===== src/rtl/i2c_slave_regs_pkg.sv =====
// Shared definitions for the I2C target: FSM state encodings, R/W bit position,
// ACK/NACK line levels and the address-match helper.
package i2c_slave_regs_pkg;

    typedef enum logic [3:0] {
        I2C_S_IDLE      = 4'd0,
        I2C_S_ADDR      = 4'd1,
        I2C_S_ADDR_ACK  = 4'd2,
        I2C_S_WR_DATA   = 4'd3,
        I2C_S_WR_ACK    = 4'd4,
        I2C_S_RD_LOAD   = 4'd5,
        I2C_S_RD_DATA   = 4'd6,
        I2C_S_RD_ACK    = 4'd7,
        I2C_S_WAIT_STOP = 4'd8
    } i2c_state_e;

    localparam int unsigned I2C_RW_BIT    = 0;
    localparam int unsigned I2C_BYTE_BITS = 8;
    localparam logic        I2C_ACK       = 1'b0;
    localparam logic        I2C_NACK      = 1'b1;

    // Header byte carries the 7-bit address above the R/W bit.
    function automatic logic addr_match(input logic [7:0] hdr, input logic [6:0] dev);
        return (hdr[7:1] == dev);
    endfunction

endpackage


===== src/rtl/i2c_slave_sync.sv =====
// Two-flop synchroniser plus history flop for SCL/SDA, producing SCL edge
// pulses and START/STOP detection on the synchronised levels.
module i2c_slave_sync (
    input  logic clk_i,
    input  logic rst_i,
    input  logic scl_i,
    input  logic sda_i,
    output logic sda_o,
    output logic scl_rise_o,
    output logic scl_fall_o,
    output logic start_o,
    output logic stop_o
);

    // [0] metastability flop, [1] synchronised level, [2] previous level.
    logic [2:0] scl_q;
    logic [2:0] sda_q;

    // Shift both lines through the synchroniser; an idle bus is high.
    always_ff @(posedge clk_i) begin
        if (rst_i) begin
            scl_q <= 3'b111;
            sda_q <= 3'b111;
        end else begin
            scl_q <= {scl_q[1:0], scl_i};
            sda_q <= {sda_q[1:0], sda_i};
        end
    end

    assign sda_o      = sda_q[1];
    assign scl_rise_o = scl_q[1] & ~scl_q[2];
    assign scl_fall_o = ~scl_q[1] & scl_q[2];
    assign start_o    = scl_q[1] & scl_q[2] & sda_q[2] & ~sda_q[1];
    assign stop_o     = scl_q[1] & scl_q[2] & ~sda_q[2] & sda_q[1];

endmodule


===== src/rtl/i2c_slave_regs.sv =====
// I2C target with 7-bit address match and an auto-incrementing register
// pointer onto a simple synchronous local register bus.
module i2c_slave_regs
    import i2c_slave_regs_pkg::*;
#(
    parameter logic [6:0]  SLV_ADDR = 7'h50,
    parameter int unsigned AWIDTH   = 3,
    parameter int unsigned DWIDTH   = 8
) (
    input  logic              Clk,
    input  logic              Rst,
    input  logic              Scl_i,
    input  logic              Sda_i,
    output logic              Sda_oe,
    output logic [AWIDTH-1:0] Reg_addr,
    output logic [DWIDTH-1:0] Reg_wdata,
    output logic              Reg_wr,
    input  logic [DWIDTH-1:0] Reg_rdata,
    output logic              Busy,
    output logic              Sel,
    output logic              Rd_strobe
);

    logic sda_s;
    logic scl_rise_s;
    logic scl_fall_s;
    logic start_s;
    logic stop_s;

    i2c_slave_sync u_sync (
        .clk_i      (Clk),
        .rst_i      (Rst),
        .scl_i      (Scl_i),
        .sda_i      (Sda_i),
        .sda_o      (sda_s),
        .scl_rise_o (scl_rise_s),
        .scl_fall_o (scl_fall_s),
        .start_o    (start_s),
        .stop_o     (stop_s)
    );

    i2c_state_e        state_q,     state_d;
    logic [3:0]        bit_cnt_q,   bit_cnt_d;
    logic [DWIDTH-1:0] shift_q,     shift_d;
    logic [DWIDTH-1:0] tx_q,        tx_d;
    logic              rw_q,        rw_d;
    logic              first_q,     first_d;
    logic              sda_oe_q,    sda_oe_d;
    logic              sel_q,       sel_d;
    logic              busy_q,      busy_d;
    logic [AWIDTH-1:0] reg_addr_q,  reg_addr_d;
    logic [DWIDTH-1:0] reg_wdata_q, reg_wdata_d;
    logic              reg_wr_q,    reg_wr_d;
    logic              rd_strobe_q, rd_strobe_d;

    // State and output registers.
    always_ff @(posedge Clk) begin
        if (Rst) begin
            state_q     <= I2C_S_IDLE;
            bit_cnt_q   <= 4'd0;
            shift_q     <= '0;
            tx_q        <= '0;
            rw_q        <= 1'b0;
            first_q     <= 1'b0;
            sda_oe_q    <= 1'b0;
            sel_q       <= 1'b0;
            busy_q      <= 1'b0;
            reg_addr_q  <= '0;
            reg_wdata_q <= '0;
            reg_wr_q    <= 1'b0;
            rd_strobe_q <= 1'b0;
        end else begin
            state_q     <= state_d;
            bit_cnt_q   <= bit_cnt_d;
            shift_q     <= shift_d;
            tx_q        <= tx_d;
            rw_q        <= rw_d;
            first_q     <= first_d;
            sda_oe_q    <= sda_oe_d;
            sel_q       <= sel_d;
            busy_q      <= busy_d;
            reg_addr_q  <= reg_addr_d;
            reg_wdata_q <= reg_wdata_d;
            reg_wr_q    <= reg_wr_d;
            rd_strobe_q <= rd_strobe_d;
        end
    end

    // Next-state and output decode; SDA only moves in the cycle after an SCL fall.
    always_comb begin
        state_d     = state_q;
        bit_cnt_d   = bit_cnt_q;
        shift_d     = shift_q;
        tx_d        = tx_q;
        rw_d        = rw_q;
        first_d     = first_q;
        sda_oe_d    = sda_oe_q;
        sel_d       = sel_q;
        busy_d      = busy_q;
        reg_wdata_d = reg_wdata_q;
        reg_wr_d    = 1'b0;
        rd_strobe_d = 1'b0;

        // The pointer advances one cycle after each write strobe or read load.
        if (reg_wr_q || rd_strobe_q) begin
            reg_addr_d = reg_addr_q + AWIDTH'(1);
        end else begin
            reg_addr_d = reg_addr_q;
        end

        if (stop_s) begin
            state_d  = I2C_S_IDLE;
            sda_oe_d = 1'b0;
            sel_d    = 1'b0;
            busy_d   = 1'b0;
        end else if (start_s) begin
            state_d   = I2C_S_ADDR;
            bit_cnt_d = 4'd0;
            sda_oe_d  = 1'b0;
            sel_d     = 1'b0;
            busy_d    = 1'b1;
        end else begin
            case (state_q)
                I2C_S_IDLE: begin
                    sda_oe_d = 1'b0;
                end

                I2C_S_ADDR: begin
                    if (scl_rise_s) begin
                        shift_d   = {shift_q[DWIDTH-2:0], sda_s};
                        bit_cnt_d = bit_cnt_q + 4'd1;
                    end else if (scl_fall_s && (bit_cnt_q == 4'(I2C_BYTE_BITS))) begin
                        bit_cnt_d = 4'd0;
                        if (addr_match(shift_q, SLV_ADDR)) begin
                            sda_oe_d = ~I2C_ACK;
                            sel_d    = 1'b1;
                            rw_d     = shift_q[I2C_RW_BIT];
                            state_d  = I2C_S_ADDR_ACK;
                        end else begin
                            sda_oe_d = 1'b0;
                            state_d  = I2C_S_WAIT_STOP;
                        end
                    end else begin
                        state_d = state_q;
                    end
                end

                I2C_S_ADDR_ACK: begin
                    if (scl_fall_s) begin
                        bit_cnt_d = 4'd0;
                        if (rw_q == 1'b0) begin
                            sda_oe_d = 1'b0;
                            first_d  = 1'b1;
                            state_d  = I2C_S_WR_DATA;
                        end else begin
                            state_d  = I2C_S_RD_LOAD;
                        end
                    end else begin
                        state_d = state_q;
                    end
                end

                I2C_S_WR_DATA: begin
                    if (scl_rise_s) begin
                        shift_d   = {shift_q[DWIDTH-2:0], sda_s};
                        bit_cnt_d = bit_cnt_q + 4'd1;
                    end else if (scl_fall_s && (bit_cnt_q == 4'(I2C_BYTE_BITS))) begin
                        bit_cnt_d = 4'd0;
                        sda_oe_d  = ~I2C_ACK;
                        state_d   = I2C_S_WR_ACK;
                        // First data byte after the header is the register pointer.
                        if (first_q) begin
                            reg_addr_d = shift_q[AWIDTH-1:0];
                            first_d    = 1'b0;
                        end else begin
                            reg_wdata_d = shift_q;
                            reg_wr_d    = 1'b1;
                        end
                    end else begin
                        state_d = state_q;
                    end
                end

                I2C_S_WR_ACK: begin
                    if (scl_fall_s) begin
                        sda_oe_d  = 1'b0;
                        bit_cnt_d = 4'd0;
                        state_d   = I2C_S_WR_DATA;
                    end else begin
                        state_d = state_q;
                    end
                end

                I2C_S_RD_LOAD: begin
                    tx_d        = Reg_rdata;
                    rd_strobe_d = 1'b1;
                    sda_oe_d    = ~Reg_rdata[DWIDTH-1];
                    bit_cnt_d   = 4'd0;
                    state_d     = I2C_S_RD_DATA;
                end

                I2C_S_RD_DATA: begin
                    if (scl_fall_s) begin
                        if (bit_cnt_q == 4'(I2C_BYTE_BITS - 1)) begin
                            sda_oe_d  = 1'b0;
                            bit_cnt_d = 4'd0;
                            state_d   = I2C_S_RD_ACK;
                        end else begin
                            // Rotate so the next bit to send sits just below the MSB.
                            tx_d      = {tx_q[DWIDTH-2:0], tx_q[DWIDTH-1]};
                            sda_oe_d  = ~tx_q[DWIDTH-2];
                            bit_cnt_d = bit_cnt_q + 4'd1;
                        end
                    end else begin
                        state_d = state_q;
                    end
                end

                I2C_S_RD_ACK: begin
                    if (scl_rise_s) begin
                        if (sda_s == I2C_NACK) begin
                            sel_d   = 1'b0;
                            state_d = I2C_S_WAIT_STOP;
                        end else begin
                            bit_cnt_d = 4'd1;
                        end
                    end else if (scl_fall_s && (bit_cnt_q == 4'd1)) begin
                        bit_cnt_d = 4'd0;
                        state_d   = I2C_S_RD_LOAD;
                    end else begin
                        state_d = state_q;
                    end
                end

                I2C_S_WAIT_STOP: begin
                    sda_oe_d = 1'b0;
                end

                default: begin
                    state_d  = I2C_S_IDLE;
                    sda_oe_d = 1'b0;
                    sel_d    = 1'b0;
                end
            endcase
        end
    end

    assign Sda_oe    = sda_oe_q;
    assign Reg_addr  = reg_addr_q;
    assign Reg_wdata = reg_wdata_q;
    assign Reg_wr    = reg_wr_q;
    assign Busy      = busy_q;
    assign Sel       = sel_q;
    assign Rd_strobe = rd_strobe_q;

endmodule


===== config.mk =====
export PLATFORM = sky130hd
export DESIGN_NAME = i2c_slave_regs
export DESIGN_NICKNAME = d
export VERILOG_FILES = /design/src/rtl/i2c_slave_regs_pkg.sv /design/src/rtl/i2c_slave_sync.sv /design/src/rtl/i2c_slave_regs.sv
export SDC_FILE = /design/constraint.sdc
export NUM_CORES = 1
export LEC_CHECK = 0
export CAP_MARGIN = 40
export CORE_AREA = 2 2 71 73
export CTS_BUF_LIST = sky130_fd_sc_hd__clkbuf_8
export DETAILED_ROUTE_END_ITERATION = 10
export DIE_AREA = 0 0 73 75
export PLACE_DENSITY = 0.74
export SKIP_CTS_REPAIR_TIMING = 1
export SLEW_MARGIN = 20
export SYNTH_ARGS = -nofsm -noshare
export SYNTH_HDL_FRONTEND = slang
export SYNTH_HIERARCHICAL = 1
export SYNTH_SLANG_ARGS = --single-unit

===== constraint.sdc =====
create_clock -name Clk -period 6.4 [get_ports Clk]
set_clock_uncertainty 0.15 [all_clocks]
set_input_delay 0.96 -clock Clk [delete_from_list [all_inputs] [get_ports Clk]]
set_output_delay 0.96 -clock Clk [all_outputs]
set_load 0.02 [all_outputs]

==> impl_metrics.json <==
{
  "ant_nets": 0,
  "synth_common_cells": "48 x dfxtp_1, 45 x nor2_1, 25 x nand2_1",
  "grt_antenna_before_repair": 0,
  "seqPwrFrac_pct": 50.0,
  "synth_top_area_share_pct": 39.6,
  "min_path_type": "register to register",
  "overflow": 0,
  "endpoint": "Reg_wdata[6]",
  "viasPerCell": 5.76,
  "ios": 28,
  "syn_avg_cell_area_um2": 8.63,
  "leakagePower_nw": 1.02,
  "die_w_um": 73,
  "yosysTopAreaCell": "dfxtp_1",
  "synth_cell_types": 53,
  "synth_edf_count": 0,
  "grt_util_all_layers_pct": 20.9,
  "port_buffers": 27,
  "cp.arrival_ns": 2.64,
  "crit_required_ns": 6.42,
  "synth.most_common_cell": "dfxtp_1",
  "drtIter0Drc": 163,
  "relSlewSlack_pct": 53.0,
  "slew_violations": 0,
  "first_pass_iters": 4,
  "crit_fanout": 8,
  "rrSetupSlack_ns": 3.78,
  "area_delta_synth_final_pct": 15.9,
  "whs_path_depth": 1,
  "clock-sinks": 48,
  "postSynthCellCount": 281,
  "status": "completed",
  "clock_latency_ns": 0.29,
  "drive_gt1_share_pct": 6.29,
  "period_needed_ns": 2.62,
  "synth.area.top_cells": "dfxtp_1 40%, mux2i_1 8.7%, nor2_1 7.0%, a311oi_1 4.7%, nand2_1 3.9%",
  "cts_tree": "done",
  "top_usage_layer": "met2",
  "crit_path_start": "u_sync/scl_q[2]",
  "yosys_warnings": 6,
  "fmax_mhz": 382,
  "wl_per_cell_um": 14.6,
  "hpwl_um": 3670,
  "grt_pass1_vias": 1917,
  "synthArstFlopShare_pct": 0,
  "routed-via-count": 2050,
  "wirelength_um": 5190,
  "setup_tns_ns": 0,
  "ys_ff_latch": 48,
  "power_frac_comb_pct": 24.2,
  "clkSlewWorstSetupHoldPaths_ns": 0.08,
  "grt_use_met2_pct": 33.5,
  "ir_worst_vdd_uv": 169,
  "synthAdderAreaFrac_pct": 2.06,
  "cap_viol_max_count": 0,
  "die_h_um": 75,
  "syn_nets": 297,
  "synth_compound_area_share_pct": 15.7,
  "rsz0062_at_grt": "no",
  "core_area_um2": 4660,
  "start_util_pct": 52.0,
  "finalNetCount": 317,
  "gp_congestion": 0.867,
  "total_power_mw": 0.705,
  "drc_errors": 0,
  "cts_buffer_depth": 2,
  "rr_worst_depth": 6,
  "grt_max_degree": 45,
  "synth.area.mux_share_pct": 9.13,
  "grt_pass1_wl_um": 9000,
  "switching_share_pct": 32.8,
  "cts_inserted_buffers": 5,
  "reg2reg_from": "u_sync/scl_q[2]",
  "synth_top_family_by_area": "simple AND/OR/NAND/NOR gates",
  "pwr-share-clk_pct": 25.9,
  "antenna_cells": 0,
  "worstMarginPinSlew_ns": 0.700,
  "fin_hold_ws_ns": 0.262,
  "yosysSeqAreaShare_pct": 39.6,
  "final_hold_viol_count": 0,
  "setup_violations": 0,
  "fillerInstances": 417,
  "root_buffer": "clkbuf_8",
  "p_switching_mw": 0.231,
  "synthSimpleGateAreaFrac_pct": 27.7,
  "post-route-period-util_pct": 40.9,
  "reg2reg_to": "Reg_wdata[6]",
  "synth_flop_cell": "dfxtp_1",
  "criticalPathCategory": "register to register",
  "fp-row-count": 25,
  "grt_use_met1_pct": 28.4,
  "synth_xor_area_share_pct": 1.08,
  "syn-cell-area_um2": 2420,
  "internal_power_mw": 0.474,
  "met3_usage_pct": 3.48,
  "endpoint_kind": "register",
  "startpoint_type": "register",
  "htreeDepth": 2,
  "dieArea_um2": 5480,
  "p_per_area_nw_per_um2": 251
}
==> cells by family after synthesis <==
logic type / Yosys count
muxes: 22
and+or+nand+nor: 122
xor gates and xnor gates: 3
AOI/OAI and AO/OA: 54
adders and majority gates: 4
buffers and inverters: 28
DFF: 48
==> layout make-up <==
| type | instances | area [um2] | area share [%] |
|---|---|---|---|
| tap | 54 | 67.6 | 2.40 |
| inverter | 10 | 37.5 | 1.34 |
| clock inverter | 2 | 11.3 | 0.401 |
| clock buffer | 6 | 82.6 | 2.94 |
| multi-input combinational | 205 | 1350 | 48.0 |
| sequential | 48 | 961 | 34.2 |
| timing repair buffer | 31 | 300 | 10.7 |
==> worst max-delay path, stage by stage, from the launching register on <==
cell	delay, ns
dfxtp_1	0.37
nor2b_1	0.39
nor3b_2	0.31
nand3_1	0.28
nor4_4	0.68
mux2i_1	0.25
nor2_1	0.06
==> power groups by stage <==
| stage | Combinational (mW) | Clock [mW] | Sequential [mW] |
|---|---|---|---|
| after floorplan | 0.161 | 0 | 0.330 |
| after global routing | 0.187 | 0.200 | 0.357 |
| after detailed placement | 0.168 | 0 | 0.358 |
| after CTS | 0.168 | 0.190 | 0.351 |
| after global placement | 0.167 | 0 | 0.358 |
| final | 0.170 | 0.182 | 0.352 |
==> stage by stage <==
step | area (um2) | utilization, % | worst slack, ns | cells
6_report | 2810 | 60.3 | 3.78 | 356
3_3_place_gp | 2700 | 58.0 | 3.73 | 346
4_1_cts | 2800 | 60.1 | 3.75 | 355
3_5_place_dp | 2710 | 58.1 | 3.77 | 347
5_1_grt | 2810 | 60.3 | 3.51 | 356
2_1_floorplan | 2420 | - | 4.16 | 281
==> metal layers <==
metal | vias up | part of all wire [%]
met5 | - | 0
met4 | 0 | 1.0
met3 | 4 | 4.5
met2 | 40 | 46
met1 | 955 | 48
li1 | 1051 | -
==> flip-flops by register name, summed over array words and instances, names as in the netlist, 3 cells and up <==
name          cells
Reg_addr          3
Reg_wdata         8
bit_cnt_q         4
shift_q           8
state_q           4
tx_q              8
u_sync/scl_q      3
u_sync/sda_q      3
==> worst min path at each step <==
stage,startpoint,to,slack [ns]
finish,u_sync/sda_q[0],u_sync/sda_q[1],0.26
global route,u_sync/sda_q[0],u_sync/sda_q[1],0.29
CTS,u_sync/sda_q[0],u_sync/sda_q[1],0.27
detailed placement,u_sync/sda_q[0],u_sync/sda_q[1],0.25
global placement,u_sync/sda_q[0],u_sync/sda_q[1],0.24
floorplan,u_sync/scl_q[0],u_sync/scl_q[1],0.23
==> cells in the final DEF, fill, tap and decap left out, types with 2 or more instances in the layout <==
cell,count
clkbuf_8,6
dfxtp_1,48
a21oi_1,12
a211o_1,2
nor3_1,4
o21ai_0,8
or3_1,2
o2bb2ai_1,2
and2_1,2
a211oi_1,4
nand4_1,3
xnor2_1,2
nand2_1,25
nand2b_1,3
a31oi_1,3
nor4_2,2
a311oi_1,13
o22ai_1,2
ha_1,4
nand4bb_1,2
buf_4,3
nand3_1,4
mux2i_1,21
nor2_1,45
nor2b_1,5
clkdlybuf4s50_1,27
or2_1,7
nor4_4,2
and4b_1,3
inv_1,11
or4_1,2
Power figures use the tool's default switching activity.
